===== src/rtl/mmio_cmd_queue.sv =====
// rtl/mmio_cmd_queue.sv - MMIO store-to-command FIFO with status word; optional MMIO_CMD_COALESCE_EN drops repeated pushes
module mmio_cmd_queue #(
    parameter int          DEPTH       = 8,
    parameter logic [31:0] CMD_ADDR    = 32'd2000,
    parameter logic [31:0] STATUS_ADDR = 32'd2001,
    parameter int          CNT_W       = $clog2(DEPTH) + 1
) (
    input  logic        clock,
    input  logic        reset,
    input  logic        wren,
    input  logic [31:0] address_dmem,
    input  logic [31:0] data,
    output logic        status_sel,
    output logic [31:0] status_data,
    output logic        cmd_valid,
    output logic [31:0] cmd_data,
    input  logic        cmd_ready,
    output logic        overflow
);
    localparam int PTR_W = $clog2(DEPTH);

    logic [31:0]      mem [DEPTH];
    logic [PTR_W-1:0] rd_ptr;
    logic [PTR_W-1:0] wr_ptr;
    logic [CNT_W-1:0] count;
    logic             full;
    logic             push_req;
    logic             pop;
    logic             dup;
    logic             push_ok;
    logic             drop;
    logic             status_wr;

    assign full      = (count == CNT_W'(DEPTH));
    assign push_req  = wren && (address_dmem == CMD_ADDR);
    assign status_wr = wren && (address_dmem == STATUS_ADDR);
    assign pop       = cmd_valid && cmd_ready;

`ifdef MMIO_CMD_COALESCE_EN
    logic [31:0] last_written;

    // A repeat of the newest queued value is redundant while it still sits in the queue.
    assign dup = push_req && (count != '0) && (data == last_written);

    always_ff @(posedge clock or posedge reset) begin
        if (reset) begin
            last_written <= '0;
        end else if (push_ok) begin
            last_written <= data;
        end
    end
`else
    assign dup = 1'b0;
`endif

    // When full, a simultaneous pop frees the slot that wr_ptr (== rd_ptr) points at.
    assign push_ok = push_req && !dup && (!full || pop);
    assign drop    = push_req && !dup && full && !pop;

    always_ff @(posedge clock or posedge reset) begin
        if (reset) begin
            rd_ptr <= '0;
            wr_ptr <= '0;
            count  <= '0;
        end else begin
            if (push_ok) begin
                wr_ptr <= wr_ptr + PTR_W'(1);
            end
            if (pop) begin
                rd_ptr <= rd_ptr + PTR_W'(1);
            end
            case ({push_ok, pop})
                2'b10:   count <= count + CNT_W'(1);
                2'b01:   count <= count - CNT_W'(1);
                default: count <= count;
            endcase
        end
    end

    always_ff @(posedge clock) begin
        if (push_ok) begin
            mem[wr_ptr] <= data;
        end
    end

    // Set wins over clear so a drop in the same cycle as a status store is not lost.
    always_ff @(posedge clock or posedge reset) begin
        if (reset) begin
            overflow <= 1'b0;
        end else if (drop) begin
            overflow <= 1'b1;
        end else if (status_wr) begin
            overflow <= 1'b0;
        end
    end

    assign cmd_valid   = (count != '0);
    assign cmd_data    = cmd_valid ? mem[rd_ptr] : 32'd0;
    assign status_sel  = !wren && (address_dmem == STATUS_ADDR);
    assign status_data = {overflow, {(31 - CNT_W){1'b0}}, count};

endmodule


===== config.mk =====
export PLATFORM = sky130hd
export DESIGN_NAME = mmio_cmd_queue
export DESIGN_NICKNAME = d
export VERILOG_FILES = /design/src/rtl/mmio_cmd_queue.sv
export SDC_FILE = /design/constraint.sdc
export NUM_CORES = 1
export LEC_CHECK = 0
export BUFFER_PORTS_ARGS = -buffer_cell sky130_fd_sc_hd__buf_2
export CORE_ASPECT_RATIO = 0.9
export CORE_MARGIN = 1.5
export CORE_UTILIZATION = 52
export DETAILED_ROUTE_END_ITERATION = 12
export GPL_ROUTABILITY_DRIVEN = 0
export PLACE_DENSITY = 0.88
export SYNTH_ARGS = -nofsm -noshare
export SYNTH_HDL_FRONTEND = slang
export SYNTH_SLANG_ARGS = --single-unit

===== constraint.sdc =====
create_clock -name clock -period 3.6 [get_ports clock]
set_input_delay 0.54 -clock clock [delete_from_list [all_inputs] [get_ports clock]]
set_output_delay 0.54 -clock clock [all_outputs]
set_load 0.02 [all_outputs]

==> results of run 1 <==
-- final cells by class --
cell class | instances | area, um2 | share of cell area
Clock buffer | 36 | 719 | 0.0574
Antenna cell | 1 | 2.50 | 0.000200
Sequential cell | 267 | 7970 | 0.636
Inverter | 3 | 13.8 | 0.00110
Timing Repair Buffer | 125 | 771 | 0.0615
Multi-Input combinational cell | 223 | 2610 | 0.209
Tap cell | 255 | 319 | 0.0255
Clock inverter | 13 | 125 | 0.00998
-- registers in the layout (all words and copies together), names as in the netlist --
| register | cells |
|---|---|
| mem | 256 |
| count | 4 |
| rd_ptr | 3 |
| wr_ptr | 3 |
| overflow | 1 |
-- synth_stat cells (all sizes together) (2+ instances only) --
master and count:
nand2 2, nand3 2, xnor2 2, mux4 64
nor3 3, and4 2, edfxtp 256, dfrtp 11
xor2 7, ha 5, nor4b 2, nand3b 2
buf 46, a21oi 2, nor4 5, nand4 5
and3b 2, nor2b 2, o21ai 2, clkbuf 4
mux2i 32, inv 3, mux2 3, nor2 42
-- per-stage QoR --
stage	setup slack, ps	total power, W
3_5_place_dp	594	0.00486
5_1_grt	361	0.00769
3_3_place_gp	694	0.00482
4_1_cts	410	0.00750
2_1_floorplan	469	0.00454
6_report	457	0.00743
-- per-layer routing --
layer | share of wire | vias up
met5 | 0.0015 | -
li1 | - | 2311
met4 | 0.017 | 4
met3 | 0.069 | 35
met2 | 0.52 | 228
met1 | 0.39 | 2775
-- power groups by stage --
stage / clock network (W) / registers, W / logic (W)
after global placement: 0 / 0.00353 / 0.00129
after CTS: 0.00270 / 0.00347 / 0.00133
after floorplan: 0 / 0.00350 / 0.00104
final: 0.00266 / 0.00347 / 0.00130
after global routing: 0.00281 / 0.00347 / 0.00141
after detailed placement: 0 / 0.00354 / 0.00132
-- worst paths after layout --
check | start | endpoint | cells after the start
min reg2reg | wr_ptr[0]$_DFFE_PP0P_ | wr_ptr[0]$_DFFE_PP0P_ | 1
min | reset | wr_ptr[2]$_DFFE_PP0P_ | 2
max reg2reg | count[1]$_DFFE_PP0P_ | count[2]$_DFFE_PP0P_ | 11
max in group asynchronous | reset | rd_ptr[0]$_DFFE_PP0P_ | 2
min in group clock | address_dmem[0] | overflow$_DFFE_PP0P_ | 2
max | rd_ptr[1]$_DFFE_PP0P_ | cmd_data[8] | 5
-- critical path: cells and delay by family, from the launching register on --
kind                   cells  cell delay, ps
AND/OR/NAND/NOR            1              70
buffers and inverters      2             590
flip-flops                 1             800
multiplexers               2             600
-- logic make-up after synthesis --
kind of cell | Yosys count | share of synthesized area
adder cells (fa/ha/maj) | 5 | 0.00582
AO/OA/AOI/OAI | 6 | 0.00361
multiplexers | 99 | 0.167
buffers and inverters | 53 | 0.0317
flip-flops | 267 | 0.741
other | 1 | 0.000349
XOR/XNOR | 9 | 0.00733
AND/OR/NAND/NOR | 77 | 0.0433
==> results.sh, run 1 <==
export IMPL_intPower_w=0.00559
export IMPL_cts_path_max_buffers=3
export IMPL_crit_path_max_fanout=26
export IMPL_yosys_warnings=0
export IMPL_vias_per_cell=5.80
export IMPL_met3_usage=0.0374
export IMPL_grt_usage=0.200
export IMPL_fin_cells=923
export IMPL_synth_top_area_frac=0.715
export IMPL_place_detailed_hpwl_um=13000
export IMPL_slowest_stage="dfrtp_2"
export IMPL_yosys_area_top_type="edfxtp_1"
export IMPL_hold_buffers=0
export IMPL_final_util=0.623
export IMPL_netlist_area_um2=10800
export IMPL_start_util=0.535
export IMPL_antenna_found_initial=3
export IMPL_power_net_switching_w=0.00184
export IMPL_critPathLaunchType="flop"
export IMPL_path_class="flop to primary output"
export IMPL_hold_violations=0
export IMPL_drc=0
export IMPL_endpoint_kind="primary output"
export IMPL_ir_drop_v=0.000574
export IMPL_yosysUniqueCellTypes=47
export IMPL_dp_cells=873
export IMPL_setup_viol=0
export IMPL_clock_latency_ps=520
export IMPL_cpPeakStageDelay_ps=800
export IMPL_root_buffer="clkbuf_16"
export IMPL_power_frac_seq=0.466
export IMPL_first_pass_iters=5
export IMPL_status="finished, final reports clean"
export IMPL_min_path_type="primary input to asynchronous set/reset pin"
export IMPL_max_slew_worst_pin_slew_ps=691
export IMPL_wl_per_cell_um=22.9
export IMPL_post_cts_buffers=0
export IMPL_grt_max_degree=33
export IMPL_fin_crit_sh=0.873
export IMPL_use_met1=0.265
export IMPL_cts_clk_slew_worst_paths_ps=60
export IMPL_grt_met2_usage=0.349
export IMPL_arrival_ps=2600
export IMPL_fmax_ghz=0.318
export IMPL_vias=5353
export IMPL_syn2layout_area_growth_pct=16.6
export IMPL_tns_ps=0
export IMPL_postSynthCellCount=517
export IMPL_synth_area_leaders="edfxtp_1, mux4_2, mux2i_1"
export IMPL_post_route_min_period_ps=3140
export IMPL_nets=720
export IMPL_htree_levels=1
export IMPL_cts_buffers_inserted=27
export IMPL_io_pins=135
export IMPL_slew_violations=0
export IMPL_ys_ff_latch=267
export IMPL_hold_slack_ps=7.66
export IMPL_cts_tree="built"
export IMPL_die_h_um=139
export IMPL_power_share_switching=0.248
export IMPL_syn_avg_cell_area_um2=20.8
export IMPL_port_buffers=107
export IMPL_layout_common_cells="edfxtp_1, buf_2, mux4_2"
export IMPL_critPathRequiredTime_ps=3060
export IMPL_cts_resized_gates=0
export IMPL_synth_flop_cell="edfxtp_1"
export IMPL_power_frac_comb=0.175
export IMPL_core_um2=20100
export IMPL_cts_sinks=267
export IMPL_reg2reg_slack_ps=1000
export IMPL_fin_area_um2=12500
export IMPL_wirelength_um=21200
export IMPL_top_usage_layer="met2"
export IMPL_fillers=1337
export IMPL_synth_edf_count=256
export IMPL_fin_skew_ps=7.30
export IMPL_ant_nets=0
export IMPL_async_flop_share=0.0412
export IMPL_core_rowCount=49
export IMPL_power_density_nw_per_um2=593
export IMPL_drtIter0Drc=479
export IMPL_maxCapViolCount=0
export IMPL_fp_dieW_um=155
export IMPL_leakage_nw=4.21
export IMPL_placed_area_um2=11700
export IMPL_yosysSeqAreaShare=0.741
export IMPL_dieArea_um2=21500
export IMPL_grt_ovfl_total=0
export IMPL_grt_first_pass_wirelength_um=32500
export IMPL_final_common_cell="edfxtp_1"
export IMPL_relSlewSlack=0.540
export IMPL_path_cells="buf_4 > mux4_2 > mux2i_1 > nor2_1 > buf_2"
export IMPL_grt_pass1_vias=5652
export IMPL_rsz0062_at_grt="false"
export IMPL_pwr_share_clk=0.358
export IMPL_drive_gt1_frac=0.381
Power figures use the tool's default switching activity.
==> run 2: changes to the inputs <==
Settings changed: BUFFER_PORTS_ARGS -buffer_cell sky130_fd_sc_hd__buf_2 to -buffer_cell sky130_fd_sc_hd__buf_4.
==> results.sh, run 2 (synthesis results as in run 1) <==
export IMPL_status="finished, final reports clean"
export IMPL_cts_tree="built"
export IMPL_root_buffer="clkbuf_16"
export IMPL_critPathRequiredTime_ps=3060
export IMPL_fin_skew_ps=9.02
export IMPL_core_um2=20100
export IMPL_start_util=0.535
export IMPL_nets=720
export IMPL_tns_ps=0
export IMPL_register_area_um2=7970
export IMPL_fmax_ghz=0.314
export IMPL_io_pins=135
export IMPL_min_path_type="primary input to asynchronous set/reset pin"
export IMPL_clock_latency_ps=520
export IMPL_arrival_ps=2650
export IMPL_fp_dieW_um=155
export IMPL_dp_slack_ps=488
export IMPL_first_pass_iters=5
export IMPL_vias=5341
export IMPL_power_density_nw_per_um2=594
export IMPL_post_route_min_period_ps=3190
export IMPL_dieArea_um2=21500
export IMPL_ant_nets=0
export IMPL_multiInputGateArea_um2=2610
export IMPL_layout_setup_ws_ps=412
export IMPL_grt_max_degree=39
export IMPL_slew_violations=0
export IMPL_diodes=0
export IMPL_cts_sinks=267
export IMPL_cts_buffers_inserted=26
export IMPL_grt_pass1_vias=5693
export IMPL_fin_crit_sh=0.886
export IMPL_place_detailed_hpwl_um=13000
export IMPL_leakage_nw=4.30
export IMPL_hold_buffers=0
export IMPL_port_buffers=107
export IMPL_fillers=1302
export IMPL_endpoint_kind="primary output"
export IMPL_wl_per_cell_um=23.6
export IMPL_hold_violations=0
export IMPL_die_h_um=139
export IMPL_maxCapViolCount=0
export IMPL_top_regs="mem: 256 flops, count: 4 flops"
export IMPL_grt_ovfl_total=0
export IMPL_drive_gt1_frac=0.383
export IMPL_cts_resized_gates=0
export IMPL_relSlewSlack=0.493
export IMPL_drc=0
export IMPL_syn2layout_area_growth_pct=19.3
export IMPL_drtIter0Drc=416
export IMPL_max_slew_worst_pin_slew_ps=760
export IMPL_vias_per_cell=5.80
export IMPL_final_util=0.638
export IMPL_final_common_cell="edfxtp_1"
export IMPL_wirelength_um=21700
export IMPL_grt_usage=0.207
export IMPL_regMostFlops="mem"
export IMPL_htree_levels=1
export IMPL_grt_first_pass_wirelength_um=33200
export IMPL_hold_slack_ps=19.6
export IMPL_post_cts_buffers=0
export IMPL_largest_register_ff_count=256
export IMPL_cts_path_max_buffers=3
export IMPL_cts_clk_slew_worst_paths_ps=60
export IMPL_crit_path_max_fanout=28
export IMPL_p_total_w=0.00761
export IMPL_path_class="flop to primary output"
export IMPL_antenna_found_initial=0
export IMPL_rsz0062_at_grt="false"
export IMPL_layout_common_cells="edfxtp_1, buf_4, mux4_2"
export IMPL_ir_drop_v=0.000452
export IMPL_setup_viol=0
export IMPL_critPathLaunchType="flop"
export IMPL_reg2reg_depth=5
export IMPL_core_rowCount=49
[run 2: cell count changes in the layout (fill, tap and decap cells not counted)]
cell        previous run  this run
buf_4                 10       119
clkinv_1               1         7
clkinv_4               0         1
bufinv_16              2         4
clkinvlp_4             2         0
buf_2                107         0
clkbuf_1               8         0
buf_12                 8         7
clkbuf_8               1         0
diode_2                1         0
[run 2: area by class of cell]
| type | count | share of cell area |
|---|---|---|
| Sequential cell | 267 | 0.621 |
| Tap cell | 255 | 0.0249 |
| Clock inverter | 20 | 0.0157 |
| Timing Repair Buffer | 126 | 0.0806 |
| Inverter | 3 | 0.00107 |
| Clock buffer | 27 | 0.0527 |
| Multi-Input combinational cell | 223 | 0.204 |
[run 2: worst max-delay path, stage by stage, from the launching register on]
cell and delay [ps]:
dfrtp_4 810, buf_12 290, mux4_2 530, mux2i_1 200
nor2_1 90, buf_4 180
[run 2: final timing paths]
| kind | startpoint | endpoint | slack [ps] |
|---|---|---|---|
| max | rd_ptr[0]$_DFFE_PP0P_ | cmd_data[22] | 410 |
| min | reset | wr_ptr[1]$_DFFE_PP0P_ | 20 |
| max reg2reg | count[1]$_DFFE_PP0P_ | mem[3][15]$_DFFE_PP_ | 970 |
| min reg2reg | wr_ptr[0]$_DFFE_PP0P_ | wr_ptr[0]$_DFFE_PP0P_ | 530 |
| max in group asynchronous | reset | rd_ptr[0]$_DFFE_PP0P_ | 3240 |
| min in group clock | address_dmem[0] | overflow$_DFFE_PP0P_ | 250 |
[run 2: stage by stage]
step	instance area, um2	std cells
after detailed placement	11900	874
after global placement	11900	874
after global routing	12800	921
after floorplan	10900	543
final	12800	921
after CTS	12800	921
[run 2: report_power, final]
| group | switching [W] | internal, W | leakage (nW) | total [W] |
|---|---|---|---|---|
| clock | 0.00111 | 0.00165 | 0.438 | 0.00275 |
| combinational | 0.000636 | 0.000705 | 1.42 | 0.00134 |
| sequential | 0.000105 | 0.00341 | 2.44 | 0.00352 |
[run 2: routing by layer]
layer | routed length [um] | part of all wire | GRT usage | vias to the layer above
met5 | 0 | 0 | 0 | -
met2 | 11400 | 0.53 | 0.365 | 243
met3 | 1590 | 0.073 | 0.0380 | 38
met1 | 8190 | 0.38 | 0.264 | 2745
met4 | 480 | 0.022 | 0.0607 | 0
li1 | - | - | - | 2315
==> run 3: changes to the inputs <==
--- a/config.mk
+++ b/config.mk
@@ -12,5 +12,5 @@
 export DETAILED_ROUTE_END_ITERATION = 12
 export GPL_ROUTABILITY_DRIVEN = 0
-export PLACE_DENSITY = 0.88
+export PLACE_DENSITY = 0.76
 export SYNTH_ARGS = -nofsm -noshare
 export SYNTH_HDL_FRONTEND = slang
==> constraint.sdc (replaced) <==
create_clock -name clock -period 3.6 [get_ports clock]
set_input_delay 0.54 -clock clock [delete_from_list [all_inputs] [get_ports clock]]
set_output_delay 0.54 -clock clock [all_outputs]
set_load 0.005 [all_outputs]
==> results.sh, run 3 (synthesis results as in run 1) <==
export IMPL_grt_ovfl_total=0
export IMPL_hold_violations=0
export IMPL_layout_common_cells="edfxtp_1, buf_4, mux4_2"
export IMPL_htree_levels=1
export IMPL_diodes=0
export IMPL_cts_buffers_inserted=26
export IMPL_status="finished, final reports clean"
export IMPL_placed_area_um2=11900
export IMPL_ant_nets=0
export IMPL_grt_max_degree=33
export IMPL_path_class="flop to primary output"
export IMPL_arrival_ps=2590
export IMPL_port_buffers=107
export IMPL_pwr_share_clk=0.353
export IMPL_hold_buffers=0
export IMPL_drc=0
export IMPL_nets=721
export IMPL_intPower_w=0.00562
export IMPL_final_common_cell="edfxtp_1"
export IMPL_dp_slack_ps=663
export IMPL_cts_sinks=267
export IMPL_critPathLaunchType="flop"
export IMPL_die_h_um=139
export IMPL_fin_skew_ps=9.56
export IMPL_relSlewSlack=0.583
export IMPL_top_regs="mem: 256 flops, count: 4 flops"
export IMPL_largest_register_ff_count=256
export IMPL_cts_resized_gates=0
export IMPL_p_total_w=0.00728
export IMPL_cts_path_max_buffers=3
export IMPL_cts_tree="built"
export IMPL_grt_pass1_vias=5605
export IMPL_power_share_switching=0.228
export IMPL_vias_per_cell=5.69
export IMPL_post_route_min_period_ps=3130
export IMPL_fmax_ghz=0.319
export IMPL_min_path_type="primary input to asynchronous set/reset pin"
export IMPL_crit_path_max_fanout=32
export IMPL_tns_ps=0
export IMPL_rsz0062_at_grt="false"
export IMPL_root_buffer="clkbuf_16"
export IMPL_wl_per_cell_um=22.2
export IMPL_grt_first_pass_wirelength_um=31900
export IMPL_setup_viol=0
export IMPL_io_pins=135
export IMPL_drtIter0Drc=396
export IMPL_drive_gt1_frac=0.377
export IMPL_endpoint_kind="primary output"
export IMPL_place_detailed_hpwl_um=12100
export IMPL_clock_latency_ps=520
export IMPL_vias=5239
export IMPL_critPathRequiredTime_ps=3060
export IMPL_start_util=0.535
export IMPL_grt_usage=0.195
export IMPL_fin_area_um2=12700
export IMPL_power_frac_comb=0.167
export IMPL_antenna_found_initial=0
export IMPL_dieArea_um2=21500
export IMPL_cts_clk_slew_worst_paths_ps=60
export IMPL_first_pass_iters=5
export IMPL_power_density_nw_per_um2=573
export IMPL_slew_violations=0
export IMPL_core_um2=20100
export IMPL_post_cts_buffers=0
export IMPL_fin_crit_sh=0.870
export IMPL_fp_dieW_um=155
export IMPL_wirelength_um=20400
export IMPL_leakage_nw=4.24
export IMPL_regMostFlops="mem"
export IMPL_ir_drop_v=0.000467
export IMPL_maxCapViolCount=0
export IMPL_power_frac_seq=0.481
export IMPL_core_rowCount=49
export IMPL_layout_setup_ws_ps=467
export IMPL_syn2layout_area_growth_pct=18.0
export IMPL_max_slew_worst_pin_slew_ps=625
export IMPL_power_net_switching_w=0.00166
run 3: critical path: stages, from the launching register on:
cell     delay [ps]
dfrtp_4         720
buf_12          330
mux4_2          590
mux2i_1         170
nor2_1           80
buf_4           160
run 3: final timing paths:
path | from | endpoint | slack, ps | depth (start not counted)
setup / recovery | rd_ptr[0]$_DFFE_PP0P_ | cmd_data[21] | 470 | 5
hold / removal | reset | wr_ptr[0]$_DFFE_PP0P_ | 30 | 2
setup reg to reg | count[1]$_DFFE_PP0P_ | count[2]$_DFFE_PP0P_ | 1080 | 11
hold reg to reg | wr_ptr[0]$_DFFE_PP0P_ | wr_ptr[0]$_DFFE_PP0P_ | 540 | 1
max in group asynchronous | reset | rd_ptr[0]$_DFFE_PP0P_ | 3210 | 2
min in group clock | address_dmem[0] | overflow$_DFFE_PP0P_ | 260 | 2
run 3: cell type report:
cell class / count / area, um2
clock inverter: 11 / 106
clock buffer: 34 / 702
inverter: 3 / 13.8
sequential: 267 / 7970
timing repair buffer: 127 / 966
multi-input combinational: 223 / 2610
tap: 255 / 319
fill: 1347 / 7420
run 3: per-stage QoR:
stage / instances / util / hold WS, ps
after floorplan: 543 / - / 392
after global placement: 875 / 0.591 / 497
after detailed placement: 875 / 0.591 / 516
after CTS: 920 / 0.631 / 33.5
after global routing: 920 / 0.631 / 57.0
final: 920 / 0.631 / 28.8
run 3: routing by layer:
layer / global-route usage / wire length [um] / share of wire / vias up
met5: 0 / 0 / 0 / -
met4: 0.0374 / 327 / 0.016 / 0
met3: 0.0371 / 1060 / 0.052 / 30
met2: 0.340 / 10600 / 0.52 / 166
met1: 0.260 / 8390 / 0.41 / 2741
li1: - / - / - / 2302
run 3: power by group through the flow:
stage | clock (W) | combinational [W] | sequential [W]
after global placement | 0 | 0.00120 | 0.00357
after CTS | 0.00262 | 0.00124 | 0.00351
after global routing | 0.00274 | 0.00132 | 0.00351
after floorplan | 0 | 0.000909 | 0.00349
final | 0.00257 | 0.00121 | 0.00350
after detailed placement | 0 | 0.00122 | 0.00357
